==> src/rtl/rtc_edit_sequencer.sv <==
// Edit-mode sequencer for the six BCD RTC field registers: field selection,
// UP/DOWN pulse generation with auto-repeat, Actualizar gating and write-back.
module rtc_edit_sequencer #(
  parameter int REPEAT_DELAY = 50_000_000,
  parameter int REPEAT_RATE  = 10_000_000,
  parameter int TIMEOUT      = 1_000_000_000
) (
  input  logic       CLK,
  input  logic       RST,
  input  logic       EDIT,
  input  logic       NEXT,
  input  logic       UP_IN,
  input  logic       DOWN_IN,
  input  logic       RD_STB,
  input  logic       WR_ACK,
  output logic [5:0] MOD,
  output logic       UP,
  output logic       DOWN,
  output logic       ACT,
  output logic       WR_REQ,
  output logic [2:0] WR_SEL,
  output logic       EDITING
);

  localparam int RMAX = (REPEAT_DELAY > REPEAT_RATE) ? REPEAT_DELAY : REPEAT_RATE;
  localparam int RW   = $clog2(RMAX + 1);
  localparam int TW   = $clog2(TIMEOUT + 1);

  localparam logic [RW-1:0] DELAY_V = RW'(REPEAT_DELAY);
  localparam logic [RW-1:0] RATE_V  = RW'(REPEAT_RATE);
  localparam logic [RW-1:0] R_SAT   = RW'(RMAX);
  localparam logic [RW-1:0] R_ONE   = RW'(1);
  localparam logic [TW-1:0] TO_LAST = TW'(TIMEOUT - 1);
  localparam logic [TW-1:0] T_ONE   = TW'(1);
  localparam logic [2:0]    LAST_SEL = 3'd5;

  typedef enum logic [1:0] {S_IDLE, S_EDIT, S_COMMIT} state_t;

  state_t           state_reg;
  logic [5:0]       mod_reg;
  logic             up_reg;
  logic             down_reg;
  logic             act_reg;
  logic             wr_req_reg;
  logic [2:0]       wr_sel_reg;
  logic             editing_reg;
  logic [TW-1:0]    idle_cnt_reg;

  // Index 0 is the UP button, index 1 the DOWN button.
  logic [1:0][RW-1:0] rpt_cnt_reg;
  logic [1:0]         rpt_rep_reg;
  logic [1:0][RW-1:0] rpt_cnt_next;
  logic [1:0]         rpt_rep_next;
  logic [1:0]         hit;
  logic [1:0]         held;

  // UP has priority: DOWN only counts while UP is released.
  assign held = {DOWN_IN & ~UP_IN, UP_IN};

  generate
    for (genvar gi = 0; gi < 2; gi++) begin : g_rpt
      logic          blk_hit;
      logic [RW-1:0] blk_cnt;
      logic          blk_rep;

      // cnt==0 means "not held", so the first held cycle is the rising edge.
      always_comb begin
        blk_hit = 1'b0;
        blk_cnt = '0;
        blk_rep = 1'b0;
        if (held[gi]) begin
          if (rpt_cnt_reg[gi] == '0) begin
            blk_hit = 1'b1;
            blk_cnt = R_ONE;
          end else if (!rpt_rep_reg[gi] && rpt_cnt_reg[gi] == DELAY_V) begin
            blk_hit = 1'b1;
            blk_cnt = R_ONE;
            blk_rep = 1'b1;
          end else if (rpt_rep_reg[gi] && rpt_cnt_reg[gi] == RATE_V) begin
            blk_hit = 1'b1;
            blk_cnt = R_ONE;
            blk_rep = 1'b1;
          end else begin
            blk_cnt = (rpt_cnt_reg[gi] == R_SAT) ? rpt_cnt_reg[gi] : rpt_cnt_reg[gi] + R_ONE;
            blk_rep = rpt_rep_reg[gi];
          end
        end
      end

      assign hit[gi]          = blk_hit;
      assign rpt_cnt_next[gi] = blk_cnt;
      assign rpt_rep_next[gi] = blk_rep;
    end
  endgenerate

  always_ff @(posedge CLK or posedge RST) begin
    if (RST) begin
      state_reg    <= S_IDLE;
      mod_reg      <= '0;
      up_reg       <= 1'b0;
      down_reg     <= 1'b0;
      act_reg      <= 1'b0;
      wr_req_reg   <= 1'b0;
      wr_sel_reg   <= '0;
      editing_reg  <= 1'b0;
      idle_cnt_reg <= '0;
      rpt_cnt_reg  <= '0;
      rpt_rep_reg  <= '0;
    end else begin
      up_reg   <= 1'b0;
      down_reg <= 1'b0;
      act_reg  <= 1'b0;
      case (state_reg)
        S_IDLE: begin
          if (EDIT) begin
            state_reg    <= S_EDIT;
            mod_reg      <= 6'b000001;
            editing_reg  <= 1'b1;
            idle_cnt_reg <= '0;
          end else begin
            act_reg <= RD_STB;
          end
        end
        S_EDIT: begin
          if (EDIT) begin
            state_reg    <= S_COMMIT;
            mod_reg      <= '0;
            editing_reg  <= 1'b0;
            wr_req_reg   <= 1'b1;
            wr_sel_reg   <= '0;
            idle_cnt_reg <= '0;
            rpt_cnt_reg  <= '0;
            rpt_rep_reg  <= '0;
          end else if (idle_cnt_reg == TO_LAST) begin
            // Abandon edits; the next RD_STB reloads the field registers.
            state_reg    <= S_IDLE;
            mod_reg      <= '0;
            editing_reg  <= 1'b0;
            idle_cnt_reg <= '0;
            rpt_cnt_reg  <= '0;
            rpt_rep_reg  <= '0;
          end else if (NEXT) begin
            mod_reg      <= {mod_reg[4:0], mod_reg[5]};
            idle_cnt_reg <= '0;
            rpt_cnt_reg  <= '0;
            rpt_rep_reg  <= '0;
          end else begin
            up_reg       <= hit[0];
            down_reg     <= hit[1];
            rpt_cnt_reg  <= rpt_cnt_next;
            rpt_rep_reg  <= rpt_rep_next;
            if (|hit)
              idle_cnt_reg <= '0;
            else if (idle_cnt_reg != TO_LAST)
              idle_cnt_reg <= idle_cnt_reg + T_ONE;
          end
        end
        S_COMMIT: begin
          if (wr_req_reg && WR_ACK) begin
            if (wr_sel_reg == LAST_SEL) begin
              wr_req_reg <= 1'b0;
              wr_sel_reg <= '0;
              state_reg  <= S_IDLE;
            end else begin
              wr_sel_reg <= wr_sel_reg + 3'd1;
            end
          end
        end
        default: state_reg <= S_IDLE;
      endcase
    end
  end

  assign MOD     = mod_reg;
  assign UP      = up_reg;
  assign DOWN    = down_reg;
  assign ACT     = act_reg;
  assign WR_REQ  = wr_req_reg;
  assign WR_SEL  = wr_sel_reg;
  assign EDITING = editing_reg;

endmodule

==> config.mk <==
export PLATFORM = sky130hd
export DESIGN_NAME = rtc_edit_sequencer
export DESIGN_NICKNAME = d
export VERILOG_FILES = /design/src/rtl/rtc_edit_sequencer.sv
export SDC_FILE = /design/constraint.sdc
export NUM_CORES = 1
export LEC_CHECK = 0
export CAP_MARGIN = 40
export CORE_UTILIZATION = 66
export DETAILED_ROUTE_END_ITERATION = 8
export GPL_TIMING_DRIVEN = 0
export MAX_ROUTING_LAYER = met4
export PLACE_DENSITY = 0.85
export SLEW_MARGIN = 20
export SYNTH_ARGS = -nofsm -noshare
export SYNTH_HDL_FRONTEND = slang
export SYNTH_SLANG_ARGS = --single-unit
==> constraint.sdc <==
create_clock -name CLK -period 10.1 [get_ports CLK]
set_input_delay 2.02 -clock CLK [delete_from_list [all_inputs] [get_ports CLK]]
set_output_delay 2.02 -clock CLK [all_outputs]
set_load 0.02 [all_outputs]
# Word level (Yosys, flattened, before mapping)
# Index checks and enable logic that the tools add are counted.
[word_totals]
register_bits = 100
latch_bits = 0
mem_bits_rw = 0
rom_bits = 0
input_bits = 8
n_memories = 0
[op_classes]
add_sub_neg = 4
n_mul = 0
div = 0
order_cmp = 0
n_eq_ne = 20
n_shift = 0
n_mux = 71
bitwise = 2
n_reduce_logical = 23
[op_table]
columns = ["op", "count"]
rows = [
  ["two-way mux 26 bit", 10],
  ["two-way mux 30 bit", 6],
  ["two-way mux 52 bit", 3],
  ["case mux 30 bit (2 select lines)", 1],
  ["adder 26 x 1 -> 26 bit, second input constant", 2],
  ["equality test 26 x 24 -> 1 bit, second input constant", 2],
  ["equality test 26 bit, second input constant", 2],
  ["zero test 26 bit", 2],
  ["two-way mux 1 bit", 31],
  ["adder 30 x 1 -> 30 bit, second input constant", 1],
  ["equality test 30 bit, second input constant", 1],
  ["!= test 30 bit, second input constant", 1],
  ["two-way mux 6 bit", 4],
  ["two-way mux 2 bit", 8],
  ["!= test 8 x 5 -> 1 bit, second input constant", 2],
  ["!= test 7 x 3 -> 1 bit, second input constant", 2],
  ["case mux 6 bit (2 select lines)", 1],
  ["AND reduction 3 bit", 4],
  ["two-way mux 3 bit", 3],
  ["!= test 2 bit, second input constant", 4],
  ["AND reduction 2 bit", 4],
  ["AND reduction 4 bit", 2],
  ["!= test 6 bit, second input constant", 1],
  ["case mux 2 bit (3 select lines)", 1],
  ["15 further kinds", 22],
]

# Longest topological paths before layout
[logic_depth]
word_depth = 12
mapped_depth = 10
mapped_depth_nobuf = 8

# Worst setup path before layout
# OpenSTA, ideal clock, no wires.
[synth_timing]
path_kind = "input-to-reg"
from = "input port UP_IN"
to = "register idle_cnt_reg[25]"
setup_time_ns = 0.128
t_arrival_ns = 3.370
required_ns = 9.972
path_slack_ns = 6.602
cell_stages = 7
cell_sequence = "nand2b_1 > or4_1 > o32a_1 > buf_6 > buf_6 > a41oi_2 > o31ai_1"
[synth_between]
elab_chain_len = 9
elab_cells_between_ends = 12
[synth_lines]
columns = ["item", "line_no", "source"]
rows = [
  ["start: declaration", "12", "input logic UP_IN,"],
  ["NOT 1 bit", "58", "assign held = {DOWN_IN & ~UP_IN, UP_IN};"],
  ["bitwise AND 1 bit", "58", ""],
  ["two-way mux 1 bit", "71", "if (held[gi]) begin"],
  ["OR reduction 2 bit *", "152", "if (|hit)"],
  ["two-way mux 30 bit", "152", ""],
  ["two-way mux 30 bit", "142", "end else if (NEXT) begin"],
  ["two-way mux 30 bit", "134", "end else if (idle_cnt_reg == TO_LAST) begin"],
  ["two-way mux 30 bit", "125", "if (EDIT) begin"],
  ["case mux 30 bit (2 select lines)", "113", "case (state_reg)"],
  ["end signal: assignment", "155", "idle_cnt_reg <= idle_cnt_reg + T_ONE;"],
  ["end: declaration", "47", "logic [TW-1:0] idle_cnt_reg;"],
]
# Mark *: on every way between the ends. The rest lies on a longest branch, timed or not.
# A chain may end at the register's enable or synchronous reset.

# Worst setup path after layout
[layout_timing]
from = "input port UP_IN"
to = "register idle_cnt_reg[19]"
# Same word-level chain as after synthesis.

==> impl_metrics.tcl <==
set metrics [dict create \
    outcome "finished, final reports clean" \
    synth_edf_count 0 \
    io_buffers 20 \
    critical_path.max_fanout 10 \
    dp.cells 827 \
    fin_crit_sh 0.3839 \
    hold_class "flip-flop to flip-flop" \
    start_util 0.6820 \
    synth_area_per_cell_sq_um 8.575 \
    wl_per_cell_um 18.85 \
    fill_cells 692 \
    max_freq_ghz 0.2579 \
    dieArea_sq_um 9441 \
    placed_area_sq_um 6350 \
    min_period_ns 3.878 \
    core_sq_um 8763 \
    critPathKind "input port to flip-flop" \
    overflow 0 \
    syn_nets 710 \
    drive_gt1_frac 0.05170 \
    clk_pin_slew_ns 0.11 \
    n_antenna_cell 0 \
    clock-sinks 100 \
    post_cts.repair.setup_buffers 0 \
    yosysSeqAreaShare 0.4187 \
    io_pins 22 \
    required_ns 10.36 \
    final_hold_viol_count 0 \
    syn-cell-area_sq_um 5977 \
    cts_buffers 9 \
    clockBufferDepth 2 \
    die_w_um 97.17 \
    rsz0062_at_grt "no" \
    final_cell_mix "dfrtp_1 (100), nand2_1 (98), nor2_1 (62), nand3_1 (43), nand4_1 (36)" \
    final_common_cell "dfrtp_1" \
    grt_max_degree 77 \
    ir_worst_vdd_uv 102.8 \
    seqCellArea_sq_um 2502 \
    async_reset_ff_frac 1.000 \
    final_area_sq_um 6563 \
    antenna_found_initial 0 \
    power_leakage_nw 2.599 \
    fin_skew_ns 0.008682 \
    crit_arrival_ns 4.13 \
    cts_resized 0 \
    drtAntennaViolNets 0 \
    ctsHoldBuffers 0 \
    place.gp.congestion 0.9526 \
    nets 743 \
    fin_cells 843 \
    vias 5633 \
    dr.pass1.iters 5 \
    largest_reg_flops 52 \
    cap_violations 0 \
    worst_slew_pin_slew_ns 0.8265 \
    grt_pass1_vias 5414 \
    relSlewSlack 0.4457 \
    fp-row-count 34 \
    fin_util 0.7489 \
    clkLatencyLatePin_ns 0.38 \
    grtUsageTotal 0.3588 \
    tns_ns 0 \
    area_delta_synth_final_pct 9.797 \
    htree_levels 3 \
    root_buffer "clkbuf_8" \
    grt_pass1_wl_um 26560 \
    multiInputGateArea_sq_um 3216 \
    ys.flop_type "dfrtp_1" \
    synth_cells 697 \
    p_per_area_nw_per_um2 152.4 \
    drt-initial-drc-count 492 \
    end_kind "flip-flop" \
    ys_ff_latch 100 \
    wirelength_um 15890 \
    dp_hpwl_um 11160 \
    drc 0 \
    synth.distinct_cells 59 \
    ys.warnings.count 0 \
    die_h_um 97.17 \
    setup_viol 0 \
    cts_tree "done" \
    slew_viol_final 0 \
    cp-start-kind "input port" \
    drt-vias-per-instance 6.682 \
]
metrics by stage:
stage / hold slack, ns / total power [mW] / setup WS [ns]
finish: 0.5014 / 0.9999 / 6.222
global route: 0.5269 / 1.041 / 6.055
CTS: 0.5076 / 0.9974 / 6.253
detailed placement: 0.4811 / 0.7215 / 5.854
global placement: 0.4796 / 0.7113 / 4.041
floorplan: 0.4754 / 0.6161 / 5.461
routing by layer:
layer	part of all wire	wire, um	global-route usage	vias up
met5	0	0	-	-
met4	0.025	401	0.1355	0
met3	0.071	1128	0.03957	44
met2	0.48	7621	0.5661	249
met1	0.42	6742	0.4811	2720
li1	-	-	-	2620
cells in the mapped netlist (all sizes together) (3+ instances only):
cell type	count	area share
or3	8	0.0084
nand2b	9	0.0094
dfrtp	100	0.42
a31oi	12	0.013
nor4	20	0.021
o211ai	13	0.016
o21ai	33	0.028
o22ai	10	0.010
nand3	44	0.038
a41o	3	0.0050
mux2i	9	0.015
nor2	62	0.039
nand4	36	0.038
a41oi	7	0.014
and2	8	0.0084
a21oi	7	0.0059
a32oi	4	0.0059
o21a	4	0.0050
and4	12	0.018
nand2	98	0.062
clkbuf	29	0.018
or4	10	0.013
a22o	8	0.012
nor2b	7	0.0073
nor4b	5	0.0094
inv	26	0.016
nor3	26	0.022
and3	12	0.013
o41ai	3	0.0044
xnor2	13	0.019
ha	5	0.010
o31ai	4	0.0059
buf	7	0.0088
xor2	21	0.031
where the power goes:
group	switching, mW	internal (mW)
Clock	0.158	0.122
Sequential	0.0186	0.417
Combinational	0.202	0.0831
worst paths after layout:
| path | to | from | depth (start not counted) | slack [ns] |
|---|---|---|---|---|
| max | idle_cnt_reg[19] | UP_IN | 8 | 6.22 |
| min | EDITING | EDITING | 1 | 0.50 |
| max reg2reg | idle_cnt_reg[13] | rpt_cnt_reg[1] | 9 | 7.16 |
| min reg2reg | EDITING | EDITING | 1 | 0.50 |
| max in group asynchronous | idle_cnt_reg[14] | RST | 3 | 7.50 |
| min in group asynchronous | rpt_cnt_reg[30] | RST | 2 | 1.95 |
logic make-up after synthesis:
kind of cell               synth area share
and+or+nand+nor                      0.3161
AOI/OAI and AO/OA                    0.1447
DFF                                  0.4187
buffers and inverters               0.04333
xor gates and xnor gates            0.04982
muxes                               0.01696
adders and majority gates           0.01047
critical path, cell delays in order:
cell and delay (ns):
clkdlybuf4s50_1 0.53, nand2b_1 0.26, or4_1 0.53, o32a_1 0.21, buf_6 0.15, nand3_2 0.11
buf_4 0.21, o211ai_1 0.11
layout make-up:
type / count / area share
multi-input combinational: 535 / 0.4900
sequential: 100 / 0.3813
timing repair buffer: 22 / 0.03546
buffer: 36 / 0.02459
tap: 108 / 0.02059
clock buffer: 9 / 0.01888
inverter: 26 / 0.01563
clock inverter: 7 / 0.01354
No activity file was read; power rests on OpenSTA's default activity.
